$ cat config.mk
export PLATFORM = sky130hd
export DESIGN_NAME = wb_commit_unit
export DESIGN_NICKNAME = d
export VERILOG_FILES = /design/src/rtl/wb_commit_unit.sv
export SDC_FILE = /design/constraint.sdc
export NUM_CORES = 2
export LEC_CHECK = 0
export BUFFER_PORTS_ARGS = -buffer_cell sky130_fd_sc_hd__buf_4
export CAP_MARGIN = 25
export CORE_AREA = 10 10 333 335
export DETAILED_ROUTE_END_ITERATION = 8
export DIE_AREA = 0 0 343 345
export GPL_TIMING_DRIVEN = 0
export MAX_ROUTING_LAYER = met4
export PLACE_DENSITY_LB_ADDON = 0.08
export SKIP_CTS_REPAIR_TIMING = 1
export SKIP_LAST_GASP = 1
export SYNTH_ARGS = -nofsm -noshare
export SYNTH_HDL_FRONTEND = slang
export SYNTH_SLANG_ARGS = --single-unit
$ cat constraint.sdc
create_clock -name clk -period 13.15 [get_ports clk]
set_clock_uncertainty 0.05 [all_clocks]
set_input_delay 0 -clock clk [delete_from_list [all_inputs] [get_ports clk]]
set_output_delay 0 -clock clk [all_outputs]
set_load 0.005 [all_outputs]
$ cat src/rtl/wb_commit_unit.sv
// wb_commit_unit: writeback/commit stage driving regfile/CSR ports, buffering a commit trace and halting on ebreak.
module wb_commit_unit #(
  parameter int XLEN        = 64,
  parameter int CSR_AW      = 12,
  parameter int TRACE_DEPTH = 4,
  parameter int CNT_W       = 64
) (
  input  logic              clk,
  input  logic              rst,
  input  logic              in_valid,
  output logic              in_ready,
  input  logic [XLEN-1:0]   in_pc,
  input  logic [XLEN-1:0]   in_npc,
  input  logic [31:0]       in_inst,
  input  logic              in_rf_we,
  input  logic [4:0]        in_rf_waddr,
  input  logic [XLEN-1:0]   in_rf_wdata,
  input  logic              in_csr_we,
  input  logic [CSR_AW-1:0] in_csr_waddr,
  input  logic [XLEN-1:0]   in_csr_wdata,
  input  logic              in_ebreak,
  input  logic              in_ecall,
  input  logic [XLEN-1:0]   a0_value,
  output logic              rf_we,
  output logic [4:0]        rf_waddr,
  output logic [XLEN-1:0]   rf_wdata,
  output logic              csr_we,
  output logic [CSR_AW-1:0] csr_waddr,
  output logic [XLEN-1:0]   csr_wdata,
  output logic              ecall_pulse,
  output logic              tr_valid,
  input  logic              tr_ready,
  output logic [XLEN-1:0]   tr_pc,
  output logic [XLEN-1:0]   tr_npc,
  output logic [31:0]       tr_inst,
  output logic              tr_we,
  output logic [4:0]        tr_waddr,
  output logic [XLEN-1:0]   tr_wdata,
  output logic              halted,
  output logic [XLEN-1:0]   halt_code,
  output logic [CNT_W-1:0]  retire_cnt
);
  localparam int PW = $clog2(TRACE_DEPTH);
  localparam int CW = PW + 1;
  localparam logic [1:0] S_RUN = 2'd0, S_DRAIN = 2'd1, S_HALT = 2'd2;
  typedef struct packed {
    logic [XLEN-1:0]   pc;
    logic [XLEN-1:0]   npc;
    logic [31:0]       inst;
    logic              rf_we;
    logic [4:0]        rf_waddr;
    logic [XLEN-1:0]   rf_wdata;
    logic              csr_we;
    logic [CSR_AW-1:0] csr_waddr;
    logic [XLEN-1:0]   csr_wdata;
    logic              ebreak;
    logic              ecall;
  } wb_t;
  typedef struct packed {
    logic [XLEN-1:0] pc;
    logic [XLEN-1:0] npc;
    logic [31:0]     inst;
    logic            we;
    logic [4:0]      waddr;
    logic [XLEN-1:0] wdata;
  } tr_t;
  logic [1:0]       state_q, state_d;
  logic             wb_valid_q, wb_valid_d;
  wb_t              wb_q, wb_d;
  tr_t              mem_q [TRACE_DEPTH];
  tr_t              head;
  logic [PW-1:0]    rd_ptr_q, rd_ptr_d, wr_ptr_q, wr_ptr_d;
  logic [CW-1:0]    count_q, count_d;
  logic [CNT_W-1:0] retire_cnt_q, retire_cnt_d;
  logic [XLEN-1:0]  halt_code_q, halt_code_d;
  logic             ecall_q, ecall_d;
  logic             push, pop, accept, hit_ebreak, rf_we_m;
  always_comb begin
    push         = wb_valid_q;
    rf_we_m      = wb_valid_q & wb_q.rf_we & (wb_q.rf_waddr != 5'd0);
    tr_valid     = count_q != '0;
    pop          = tr_valid & tr_ready;
    in_ready     = (state_q == S_RUN) && ((count_q + CW'(wb_valid_q)) < CW'(TRACE_DEPTH));
    accept       = in_valid & in_ready;
    hit_ebreak   = (state_q == S_RUN) & wb_valid_q & wb_q.ebreak;
    wb_valid_d   = accept;
    wb_d         = accept ? {in_pc, in_npc, in_inst, in_rf_we, in_rf_waddr, in_rf_wdata,
                             in_csr_we, in_csr_waddr, in_csr_wdata, in_ebreak, in_ecall} : wb_q;
    rd_ptr_d     = pop ? rd_ptr_q + PW'(1) : rd_ptr_q;
    wr_ptr_d     = push ? wr_ptr_q + PW'(1) : wr_ptr_q;
    count_d      = count_q + CW'(push) - CW'(pop);
    retire_cnt_d = retire_cnt_q + CNT_W'(push);
    ecall_d      = wb_valid_q & wb_q.ecall;
    halt_code_d  = hit_ebreak ? a0_value : halt_code_q;
    state_d      = hit_ebreak ? S_DRAIN :
                   (state_q == S_DRAIN && count_q == '0 && !push) ? S_HALT : state_q;
  end
  always_ff @(posedge clk) begin
    if (rst) begin
      state_q      <= S_RUN;
      wb_valid_q   <= 1'b0;
      wb_q         <= '0;
      rd_ptr_q     <= '0;
      wr_ptr_q     <= '0;
      count_q      <= '0;
      retire_cnt_q <= '0;
      halt_code_q  <= '0;
      ecall_q      <= 1'b0;
    end else begin
      state_q      <= state_d;
      wb_valid_q   <= wb_valid_d;
      wb_q         <= wb_d;
      rd_ptr_q     <= rd_ptr_d;
      wr_ptr_q     <= wr_ptr_d;
      count_q      <= count_d;
      retire_cnt_q <= retire_cnt_d;
      halt_code_q  <= halt_code_d;
      ecall_q      <= ecall_d;
    end
  end
  // Trace storage needs no reset: the head is gated by tr_valid.
  always_ff @(posedge clk) begin
    if (push) mem_q[wr_ptr_q] <= {wb_q.pc, wb_q.npc, wb_q.inst, rf_we_m, wb_q.rf_waddr, wb_q.rf_wdata};
  end
  assign head        = tr_valid ? mem_q[rd_ptr_q] : '0;
  assign rf_we       = rf_we_m;
  assign rf_waddr    = wb_valid_q ? wb_q.rf_waddr : '0;
  assign rf_wdata    = wb_valid_q ? wb_q.rf_wdata : '0;
  assign csr_we      = wb_valid_q & wb_q.csr_we;
  assign csr_waddr   = wb_valid_q ? wb_q.csr_waddr : '0;
  assign csr_wdata   = wb_valid_q ? wb_q.csr_wdata : '0;
  assign ecall_pulse = ecall_q;
  assign tr_pc       = head.pc;
  assign tr_npc      = head.npc;
  assign tr_inst     = head.inst;
  assign tr_we       = head.we;
  assign tr_waddr    = head.waddr;
  assign tr_wdata    = head.wdata;
  assign halted      = state_q == S_HALT;
  assign halt_code   = halt_code_q;
  assign retire_cnt  = retire_cnt_q;
endmodule

Word-level counts from Yosys, hierarchy flattened

Memory sizes are Yosys's and may differ from the RTL's. A register that Yosys moved wholly into a read port is not among the register bits.
Cells that the tools add are included.

Bitwise gates (word level): 8
Equal/unequal tests: 2
Mux-type cells: 11
Order comparisons: 1
Reductions and logical operators: 10
Add/subtract/negate cells: 5

Operators with widths:

| cell                | number |
|---|---|
| $mux 230            | 1 |
| $mux 64             | 2 |
| $add 64x1->64       | 1 |
| $mux 12             | 1 |
| $and 1x1->1         | 8 |
| $mux 5              | 1 |
| $reduce_bool 5->1   | 1 |
| $add 2x1->2 const B | 2 |
| $mux 1              | 4 |
| $mux 2              | 2 |
| $add 3x1->3         | 1 |
| $logic_and 1x1->1   | 3 |
| $logic_not 3->1     | 1 |
| $lt 3x3->1 const B  | 1 |
| $reduce_bool 3->1   | 1 |
| $sub 3x1->3         | 1 |
| $eq 2x1->1 const B  | 1 |
| $eq 2x2->1 const B  | 1 |
| $logic_not 2->1     | 1 |
| $reduce_bool 2->1   | 1 |
| $reduce_or 2->1     | 1 |
| $logic_not 1->1     | 1 |

Register bits: 448
Output and inout bits: 509
Memories: 1
Bits in writable memories: 920

Memories:

| name  | depth | bits a word | read ports | clocked after Yosys merged registers in | wr ports | line | text |
|---|---|---|---|---|---|---|---|
| mem_q | 4     | 230         | 1          | 1                                       | 1        | 70   | `tr_t mem_q [TRACE_DEPTH];` |

Depth between registers and ports, before layout

Depth after elaboration: 5
Mapped depth: 10
Mapped depth without buffers: 7

Worst setup path before layout

No wires, ideal clock.

Path type: reg-to-reg
Start: reg wb_valid_q, in the netlist push
End: mem mem_q[0][0] (netlist bit) (enable)
Setup time: 619 ps
Cell stages (with the launch flop): 4
Required time: 12481 ps
Arrival time: 6107 ps
Setup slack: 6375 ps
Path buffers: 2
Period minus slack after synthesis: 6775 ps
Path through: dfxtp_1 > clkbuf_1 > clkbuf_1 > and2_1

Longest elaborated chain between the ends: 2

RTL lines:

| element                      | line | text |
|---|---|---|
| start, declared              | 68   | `logic wb_valid_q, wb_valid_d;` |
| start signal, assigned       | 111  | `wb_valid_q <= wb_valid_d;` |
| $mux 1                       | 123  | `if (push) mem_q[wr_ptr_q] <= {wb_q.pc, wb_q.npc, wb_q.inst, rf_we_m, wb_q.rf_waddr, wb_q.rf_wdata};` |
| $mux 1 (implied by the code) | 123  |  |
| end, declared                | 70   |  |

No other way between the ends.

Worst setup path after layout

Start: reg wb_valid_q, in the netlist push
End: mem mem_q[3][114] (netlist bit) (enable)

The elaborated chain is that of the path after synthesis.

==> results.tsv <==
stage	metric	value	unit
run_status	outcome	finished, violations left	
run_status	violations	hold timing	
clocking	cts-root-to-sink-buffers	3	
drt	drc	0	
run	drv_cap	0	
place	gp_congestion	0.919	
floorplan	die_y	345	microns
place	hpwlAfterDp	120000	microns
clocking	cts-root-buf	clkbuf_16	
final_layout	fillers	7657	
critical_path	worst-path-max-fanout	46	
grt	grt_pass1_wl	233000	microns
clocking	cts_tree	built	
place	placed_area	60900	sq um
worst_hold_path	hold_class	input port to flop	
final_layout	post-route-cell-area	69600	sq um
place	numPortBuffers	884	
logic_synthesis	synthCells	3667	
timing	finalCritPeriodShare	28.6	%
grt	antenna_found_initial	36	
critical_path	required	13.52	ns
critical_path	critical_path_class	flop to flop	
drt	antenna_left	0	
timing	max_freq	266	MHz
timing	hold_ws	-0.00549	ns
power_and_ir_drop	peakVddDrop	0.110	mV
grt	overflow	0	
floorplan	dieArea	118000	sq um
timing	worst_pin_slew	1.08	ns
grt	grt_pass1_vias	34500	
final_layout	area_growth	34.3	%
critical_path	critPathArrivalTime	4.13	ns
floorplan	ios	886	
floorplan	fp.dieW	343	microns
floorplan	start_util	49.7	%
logic_synthesis	netlist_area	51800	sq um
timing	hold_viol	4	
floorplan	num_rows	119	
logic_synthesis	yosysUniqueCellTypes	40	
timing	setup_tns	0	ns
drt	vias_per_cell	5.37	
logic_synthesis	synth_area_per_cell	14.1	sq um
timing	rsz0062_at_grt	false	
clocking	ctsHtreeMaxLevel	4	
grt	grt_start_max_net_pins	56	
power_and_ir_drop	p_leak	25.7	nW
logic_synthesis	synth-seq-cells	1370	
timing	max-slew-margin-rel	28.0	%
floorplan	core_area	104000	sq um
final_layout	drive_gt1_share	27.2	%
timing	min_period	3.76	ns
clocking	numCtsBuffers	143	
drt	dr.first_iter.drc_count	2846	
logic_synthesis	synth_largest_area_cell	edfxtp_1	
clocking	clk_pin_slew	0.06	ns
drt	vias	35700	
critical_path	endpoint_kind	flop	
clocking	clock_latency	0.76	ns
power_and_ir_drop	total_power	12.3	mW
final_layout	layout.nets	5497	
timing	drv_slew	0	
critical_path	start_kind	flop	
logic_synthesis	synth_top_area_share	53.3	%
logic_synthesis	syn_nets	4054	
logic_synthesis	synth.area.top_cells	edfxtp_1, dfxtp_1, mux4_2, nand2_1, and2_1	
drt	detail_route.wl_per_cell	25.3	microns
logic_synthesis	ys_warn_count	0	
drt	finalWirelength	168000	microns
clocking	numClockSinks	1370	
logic_synthesis	yosysSeqAreaShare	70.7	%
grt	grt_util_all_layers	27.8	%
timing	setup_viol_count_final	0	
drt	drtPass1Iterations	6	
power_and_ir_drop	p_per_area	177	nW/um^2
## synthesized netlist by cell type (all sizes together)
cell type / instances
dfxtp: 450
and3: 12
ha: 10
nand4: 33
mux4: 230
a21oi: 400
clkbuf: 172
or3: 22
nand2b: 2
nor2: 55
nand2: 770
or2: 2
nor3b: 1
buf: 61
a31o: 1
o21ba: 1
nand3: 27
xor2: 27
xnor2: 14
nor4: 15
o311a: 1
edfxtp: 920
inv: 9
nor3: 7
or4: 9
and2: 383
o31ai: 5
and4: 1
mux2i: 1
o21ai: 22
nor2b: 4
## critical path: stages (launching register included)
cell and delay, ns:
dfxtp_1 0.62, clkbuf_1 0.77, clkbuf_1 0.47, and2_4 0.53
buf_16 0.30, buf_16 0.31, buf_16 0.28
## layout make-up
cell class	instances	area (sq um)	share of cell area, %
diodes	31	77.6	0.111
plain buffers	233	921	1.32
clock buffers	193	3980	5.72
clock inverters	71	807	1.16
inverters	9	33.8	0.0485
multi-input cells	2055	14300	20.5
flip-flops and latches	1370	36600	52.6
well taps	1391	1740	2.50
repair buffers	1298	11200	16.0
## sequential cells by signal (all words and copies together) (netlist names), named ones only
signal       flops
state_q          2
wb_q           309
mem_q          920
rd_ptr_q         2
retire_cnt      64
push             1
wr_ptr_q         2
ecall_pulse      1
count_q          3
halt_code       64
## report_power, final
group / switching, mW / internal [mW] / total (mW)
clock: 1.68 / 2.42 / 4.10
combinational: 1.61 / 1.33 / 2.94
sequential: 0.224 / 5.06 / 5.28
## layout by cell type (no fill, tap or decap), drive strengths merged, types with 2 or more instances in the layout
cell         synthesis  routed
ha                  10      10
or4                  9       9
nand4               33      33
nor2b                4       4
dlygate4sd3          0     384
nand2b               2       2
nand3               27      27
and3                12      12
and2               383     383
or2                  2       2
or3                 22      22
xnor2               14      14
clkinv               0      42
edfxtp             920     920
nor4                15      15
nand2              770     770
dfxtp              450     450
nor3                 7       7
o21ai               22      22
diode                0      31
o31ai                5       5
mux4               230     230
nor2                55      55
clkinvlp             0       5
buf                 61     975
bufinv               0      14
clkbuf             172     365
xor2                27      27
a21oi              400     400
inv                  9      19
## final timing paths
path | to | startpoint | cells after the start | slack (ns)
worst max register to register | mem_q[3][114]$_DFFE_PP_ | push$_SDFF_PP0_ | 6 | 9.39
worst max-delay path | mem_q[3][114]$_DFFE_PP_ | push$_SDFF_PP0_ | 6 | 9.39
worst min register to register | wb_q[24]$_SDFFE_PP0P_ | wb_q[24]$_SDFFE_PP0P_ | 2 | 0.40
worst min-delay path | halt_code[9]$_SDFFE_PP0P_ | a0_value[9] | 4 | -0.005
## per-stage QoR
stage | setup WS (ns) | utilization, % | instances
6_report | 9.39 | 66.7 | 6651
2_1_floorplan | 6.37 | - | 3667
3_3_place_gp | 0.735 | 57.7 | 5942
5_1_grt | 9.22 | 66.7 | 6644
3_5_place_dp | 9.32 | 58.3 | 5972
4_1_cts | 9.30 | 62.9 | 6236
## cells by family after synthesis
| kind of cell | Yosys count | share of synthesized area, % |
|---|---|---|
| DFF | 1370 | 70.7 |
| buffers and inverters | 242 | 1.84 |
| and+or+nand+nor | 1343 | 12.3 |
| AOI/OAI and AO/OA | 430 | 4.20 |
| xor gates and xnor gates | 41 | 0.693 |
| adders and majority gates | 10 | 0.241 |
| muxes | 231 | 10.0 |
## routing by layer
metal  part of all wire, %  routed length, microns  global-route usage (%)
met1                    37                   61600                    30.9
met2                    52                   87700                    46.6
met3                   6.5                   11000                    6.41
met4                   4.7                    7860                    13.7
met5                     0                       0                       -
(Power assumes the default switching activity.)
